**config.mk**
```make
export PLATFORM = sky130hd
export DESIGN_NAME = seq_comparator
export DESIGN_NICKNAME = d
export VERILOG_FILES = /design/src/rtl/seq_comparator.sv
export SDC_FILE = /design/constraint.sdc
export NUM_CORES = 1
export LEC_CHECK = 0
export BUFFER_PORTS_ARGS = -buffer_cell sky130_fd_sc_hd__buf_2
export CAP_MARGIN = 20
export CORE_ASPECT_RATIO = 0.5
export CORE_MARGIN = 1
export CORE_UTILIZATION = 35
export CTS_BUF_LIST = sky130_fd_sc_hd__clkbuf_4 sky130_fd_sc_hd__clkbuf_8 sky130_fd_sc_hd__clkbuf_16
export DETAILED_ROUTE_END_ITERATION = 6
export GPL_ROUTABILITY_DRIVEN = 0
export PLACE_DENSITY = 0.62
export SYNTH_ARGS = -nofsm -noshare
export SYNTH_HDL_FRONTEND = slang
export SYNTH_SLANG_ARGS = --single-unit
```
**constraint.sdc**
```tcl
create_clock -name clk -period 3.05 [get_ports clk]
set_input_delay 0.1525 -clock clk [delete_from_list [all_inputs] [get_ports clk]]
set_output_delay 0.1525 -clock clk [all_outputs]
set_load 0.01 [all_outputs]
```
**src/rtl/seq_comparator.sv**
```systemverilog
// Sequential magnitude comparator. Compares two WIDTH-bit operands one
// CHUNK-bit slice per cycle, starting at the most significant slice, and
// stops at the first slice that differs.
//
// Ports:
//   clk          rising-edge clock
//   rst_n        asynchronous active-low reset
//   start        request a comparison (sampled only while idle)
//   signed_mode  1: two's-complement compare, 0: unsigned compare
//   a, b         operands, captured on the accepting edge
//   busy         high while a comparison is in progress (CMP and DONE)
//   done         one-cycle completion pulse
//   gt, eq, lt   result flags for a>b, a==b, a<b (held until next decision)
//   cycles       number of slice-compare cycles used by the last comparison
module seq_comparator #(
    parameter int unsigned WIDTH = 32,
    parameter int unsigned CHUNK = 4
) (
    input  logic                                 clk,
    input  logic                                 rst_n,
    input  logic                                 start,
    input  logic                                 signed_mode,
    input  logic [WIDTH-1:0]                     a,
    input  logic [WIDTH-1:0]                     b,
    output logic                                 busy,
    output logic                                 done,
    output logic                                 gt,
    output logic                                 eq,
    output logic                                 lt,
    output logic [$clog2(WIDTH/CHUNK+1)-1:0]     cycles
);

    localparam int unsigned N    = WIDTH / CHUNK;
    localparam int unsigned IdxW = (N > 1) ? $clog2(N) : 1;
    localparam int unsigned CntW = $clog2(N + 1);

    // Flipping the sign bit of both operands maps two's-complement order
    // onto unsigned order, so the slice compare never needs to know the mode.
    localparam logic [WIDTH-1:0] MsbMask = WIDTH'(1) << (WIDTH - 1);

    typedef enum logic [1:0] {
        StIdle,
        StCmp,
        StDone
    } state_e;

    state_e                        state_q, state_d;
    logic [N-1:0][CHUNK-1:0]       a_q, a_d;
    logic [N-1:0][CHUNK-1:0]       b_q, b_d;
    logic [IdxW-1:0]               idx_q, idx_d;
    logic [CntW-1:0]               cnt_q, cnt_d;
    logic [CntW-1:0]               cycles_q, cycles_d;
    logic                          gt_q, gt_d;
    logic                          eq_q, eq_d;
    logic                          lt_q, lt_d;

    logic [CHUNK-1:0]              a_slice;
    logic [CHUNK-1:0]              b_slice;
    logic [CntW-1:0]               cnt_inc;

    assign a_slice = a_q[idx_q];
    assign b_slice = b_q[idx_q];
    assign cnt_inc = cnt_q + CntW'(1);

    always_comb begin
        state_d  = state_q;
        a_d      = a_q;
        b_d      = b_q;
        idx_d    = idx_q;
        cnt_d    = cnt_q;
        cycles_d = cycles_q;
        gt_d     = gt_q;
        eq_d     = eq_q;
        lt_d     = lt_q;

        unique case (state_q)
            StIdle: begin
                if (start) begin
                    a_d     = signed_mode ? (a ^ MsbMask) : a;
                    b_d     = signed_mode ? (b ^ MsbMask) : b;
                    idx_d   = IdxW'(N - 1);
                    cnt_d   = '0;
                    state_d = StCmp;
                end
            end
            StCmp: begin
                cnt_d = cnt_inc;
                if (a_slice > b_slice) begin
                    gt_d     = 1'b1;
                    eq_d     = 1'b0;
                    lt_d     = 1'b0;
                    cycles_d = cnt_inc;
                    state_d  = StDone;
                end else if (a_slice < b_slice) begin
                    gt_d     = 1'b0;
                    eq_d     = 1'b0;
                    lt_d     = 1'b1;
                    cycles_d = cnt_inc;
                    state_d  = StDone;
                end else if (idx_q == '0) begin
                    gt_d     = 1'b0;
                    eq_d     = 1'b1;
                    lt_d     = 1'b0;
                    cycles_d = cnt_inc;
                    state_d  = StDone;
                end else begin
                    idx_d = idx_q - IdxW'(1);
                end
            end
            StDone: begin
                state_d = StIdle;
            end
            default: begin
                state_d = StIdle;
            end
        endcase
    end

    always_ff @(posedge clk or negedge rst_n) begin
        if (!rst_n) begin
            state_q  <= StIdle;
            a_q      <= '0;
            b_q      <= '0;
            idx_q    <= IdxW'(N - 1);
            cnt_q    <= '0;
            cycles_q <= '0;
            gt_q     <= 1'b0;
            eq_q     <= 1'b0;
            lt_q     <= 1'b0;
        end else begin
            state_q  <= state_d;
            a_q      <= a_d;
            b_q      <= b_d;
            idx_q    <= idx_d;
            cnt_q    <= cnt_d;
            cycles_q <= cycles_d;
            gt_q     <= gt_d;
            eq_q     <= eq_d;
            lt_q     <= lt_d;
        end
    end

    assign busy   = (state_q != StIdle);
    assign done   = (state_q == StDone);
    assign gt     = gt_q;
    assign eq     = eq_q;
    assign lt     = lt_q;
    assign cycles = cycles_q;

endmodule

```
Word-level counts from Yosys, hierarchy flattened
Cells that the tools add are included.
{ "word_totals": {"regBits": 80, "inputBits": 68} }
{ "classes": {"n_addsub": 2, "magnitude_cmp": 3, "n_eq_ne": 7, "n_mux": 29, "bitwise_logic": 2, "reduce_logical": 10} }
{ "op_table": {"columns": ["cell", "n"], "rows": [
  ["$mux W32", 2],
  ["$bmux W4 S3", 2],
  ["$mux W4", 6],
  ["$mux W3", 4],
  ["$mux W1", 8],
  ["$mux W2", 4],
  ["$ne A2 B2 Y1 const B", 4],
  ["$pmux W4 S2", 1],
  ["$reduce_and A2 Y1", 4],
  ["$pmux W3 S2", 1],
  ["$reduce_and A5 Y1", 1],
  ["$add A4 B1 Y4 const B", 1],
  ["$gt A4 B4 Y1", 1],
  ["$lt A3 B4 Y1 const B", 1],
  ["$lt A4 B4 Y1", 1],
  ["$ne A4 B4 Y1 const B", 1],
  ["$pmux W2 S2", 1],
  ["$reduce_bool A2 Y1", 2],
  ["$logic_not A3 Y1", 1],
  ["$reduce_bool A3 Y1", 1],
  ["$sub A3 B1 Y3 const B", 1],
  ["$eq A2 B1 Y1 const B", 1],
  ["$eq A2 B2 Y1 const B", 1],
  ["$logic_not A2 Y1", 1],
  ["$not A1 Y1", 2]
]} }

Logic depth before layout (Yosys ltp)
{ "depth": {"ltp_word": 6, "mapped_depth": 9, "mapped_depth_nobuf": 7} }

Worst setup path before layout
Ideal clock, no wire load.
{ "synth_timing": {"kind": "register -> register", "startpoint": "register idx_q[0]", "endpoint": "register cycles_q[1], in the netlist cycles[1]", "setup_ns": 0.125, "arrival_time_ns": 2.706, "required_ns": 2.925, "path_slack_ns": 0.219, "path_stages_with_launch": 9, "path_buffers": 1, "period_less_slack_ns": 2.831, "cell_sequence": "dfstp_2 > buf_6 > mux4_2 > mux2_2 > ha_1 > nand4_2 > a311oi_4 > nand2b_4 > mux2_4"} }
{ "synth_between": {"elab_chain_cells": 5, "word_cells_on_any_way": 11, "cone_classes": "order compare: 2; mux: 6; reduce/logical: 3"} }
{ "synth_lines": {"columns": ["item", "line", "text"], "rows": [
  ["start, declared", "50", "logic [IdxW-1:0] idx_q, idx_d;"],
  ["start signal, assigned", "124", "idx_q <= IdxW'(N - 1);"],
  ["start signal, assigned", "134", "idx_q <= idx_d;"],
  ["$bmux W4 S3 (on tied branches)", "61, 62", null],
  ["$mux W4 (on tied branches)", "61, 62", null],
  ["$gt A4 B4 Y1 or $lt A4 B4 Y1 (tied branches)", "88, 94", null],
  ["$reduce_bool A3 Y1 (no source line) or $mux W4 (tied branches)", null, null],
  ["$reduce_and A2 Y1 (no source line) or $mux W4 (tied branches)", null, null],
  ["end signal, assigned", "136", "cycles_q <= cycles_d;"],
  ["end, declared", "52", "logic [CntW-1:0] cycles_q, cycles_d;"]
]} }
Parallel ways exist; a longest one is shown, timed or not. The select of a mux whose other input is x is not followed.
A chain may end at the register's enable or synchronous reset.

Worst setup path in the final report
Ends and elaborated chain as after synthesis.

==> metrics.txt <==
outcome=complete, no violations; hpwl dp=5.63 mm; Worst R2R Path Depth=8; most instantiated cells after synthesis=77 x dfrtp_1, 66 x mux2_2, 16 x mux4_2, 13 x o21ai_0, 11 x buf_2; CTS tree=done; synth top area cells=dfrtp_1 52%, mux2_2 20%, mux4_2 9.7%; Primary FF master, synth=dfrtp_1; share of cells above drive strength 1=56.9%; WL final=7.79 mm; most common cell in the netlist=dfrtp_1; core area=0.0103 mm^2; mapped cell area=0.00372 mm^2; Max Root-Sink Buffers=2; final cycle utilization of the critical path=93.9%; chip width=148 um; die height=74.9 um; hold path start=a[12]; number of nets with antenna violations after routing=0; Post-synth EDFFs=0; Pleak=2.08 nW; Final #Nets=409; H-tree depth=3; syn nets=329; via count=2335; critical path class=flop to flop; Worst EP arrival=3.08 ns; Min Clock Period, post-route=2.86 ns; # setup viols final=0; post-synthesis register bit count=80; initial antenna violation count=0; RR Startpoint=idx_q[0]; crit end category=flop; TNS Setup=0 ns; setup bufs post-CTS=0; Critical Path RT=3.26 ns; Fin. Hold Viols=0; number of global-route vias before repair=2496; Wirelength per Cell=16.3 um; Clock Skew=0.00830 ns; mux contribution to synthesized area=31.4%; full die area=0.0111 mm^2; CTS root buffer=clkbuf_16; design area=0.00459 mm^2; post-synth cell types=31; port bufs=76; hold endpoint=a_q[12]; initial drt markers=117; number of warnings issued by yosys=0; first-pass GRT wire length=12.6 mm; number of vias per cell=4.87; normalized max-slew margin=42.0%; Overflow after GRT=0; crit path max fanout=9; Post-Synth Simple-Gate Area=4.13%; reg2reg setup slack=0.19 ns; post-layout util=44.6%; worst flop-to-flop path endpoint=cycles[1]; maximum vdd drop=0.000459 V; Pwr per Cell Area=1020 mW/mm^2; largest family of logic cells by synthesized area=multiplexers; post-route DRC violation count=0; Hold Crit Class=input port to flop; CP startpoint kind=flop; cell count after synthesis=254; CTS sink cnt=80; dominant cell type by area after synthesis=dfrtp_1; Post-Synth Adder-Cell Area=2.35%; largest net degree at the start of global routing=81; CP max stage delay=0.54 ns; sequential share of the synthesized area=53.9%; clk slew on worst S/H paths=0.06 ns; TritonRoute pass-1 iters=4; Max-Cap Viols=0; gr usage total=15.1%; Compound-Gate Fraction of Synth Area=4.50%; cells along the critical path=buf_6, mux4_2, mux2_2, ha_1, nand4_2, a311oi_4, nand2b_4, mux2_4; worst-margin pin slew=0.870 ns; dpl cell area=0.00425 mm^2; CP top delay family=multiplexers; Worst-Skew Late Latency=0.33 ns; RSZ-0062 raised after global routing=no; IO Pins=77; Yosys top cell area share=51.8%; initial core utilization=36.2%; TritonCTS buffer count=9; share of flip-flops with an asynchronous set or reset=100%; Avg Cell Area, Syn=14.7 um^2; diodes inserted=0; WHS Path Cells=2; Slowest-stage cell, CP=dfstp_2; WP buf/inv=1; Max Freq=349 MHz; synthesized-area fraction occupied by xor and xnor cells=0.941%; row cnt=26; Area Overhead vs Synth=23.2%; Final Max Slew Viols=0
## flip-flops by register name, summed over array words and instances (netlist names)
signal,flops
state_q,2
gt,1
cnt_q,4
eq,1
lt,1
cycles,4
b_q,32
idx_q,3
a_q,32
## how the worst max path moves through the flow
| stage | start | to | slack, ns | cells after the start |
|---|---|---|---|---|
| after CTS | idx_q[0] | cycles[1] | 0.13 | 8 |
| final | idx_q[0] | cycles[1] | 0.19 | 8 |
| after global routing | idx_q[0] | idx_q[2] | 0.0005 | 10 |
| after detailed placement | idx_q[0] | cycles[1] | 0.12 | 8 |
| after floorplan | idx_q[0] | cycles[1] | 0.22 | 8 |
| after global placement | idx_q[0] | cycles[1] | 0.20 | 8 |
## power by group
group | internal (mW) | switching, mW
combinational | 0.981 | 0.722
sequential | 1.57 | 0.333
clock | 0.647 | 0.429
## kinds of logic after synthesis
kind of cell / count (synthesis)
AND/OR/NAND/NOR: 29
buffers and inverters: 20
XOR/XNOR: 4
multiplexers: 88
AO/OA/AOI/OAI: 26
adder cells (fa/ha/maj): 7
flip-flops: 80
## routing by layer
layer | part of all wire (%) | global-route usage [%] | up-vias
met5 | 0 | 0 | -
met4 | 1.3 | 5.61 | 0
met3 | 3.7 | 4.18 | 10
met2 | 50 | 25.6 | 42
met1 | 45 | 18.9 | 1194
li1 | - | - | 1089
## through the flow
stage | setup WS (ns) | total power [mW] | hold slack (ns) | instances
floorplan | 0.219 | 3.14 | -0.143 | 254
global placement | 0.199 | 3.51 | 0.342 | 461
detailed placement | 0.124 | 3.61 | 0.382 | 461
CTS | 0.126 | 4.71 | 0.0239 | 477
global route | 0.000480 | 4.98 | 0.0427 | 479
finish | 0.187 | 4.68 | 0.0525 | 479
## layout by cell type (no fill, tap or decap), types with 2 or more instances in the layout
cell type / count
dfrtp_1: 77
buf_2: 75
mux2_2: 66
mux4_2: 16
o21ai_0: 13
clkbuf_16: 9
nor2_1: 8
nand2_1: 8
a21oi_1: 7
ha_1: 6
buf_4: 6
inv_1: 5
mux2i_1: 4
nor2b_1: 4
xnor2_1: 3
dfstp_2: 3
nand2b_1: 2
nand3_1: 2
clkinv_4: 2
## final cells by class
cell class	count	area (um^2)
Clock inverter	6	68.8
Inverter	5	18.8
Sequential cell	80	2010
Tap cell	140	175
Multi-Input combinational cell	154	1620
Timing Repair Buffer	84	462
Fill cell	934	5690
Clock buffer	10	233
## repair_timing
| item | CTS | global route |
|---|---|---|
| endpoints found under the hold margin | 0 | 33 |
| setup endpoints to repair | 0 | 3 |
| hold buffers | 0 | 1 |
| resized for setup | 0 | 3 |
No activity file was read; power rests on OpenSTA's default activity.
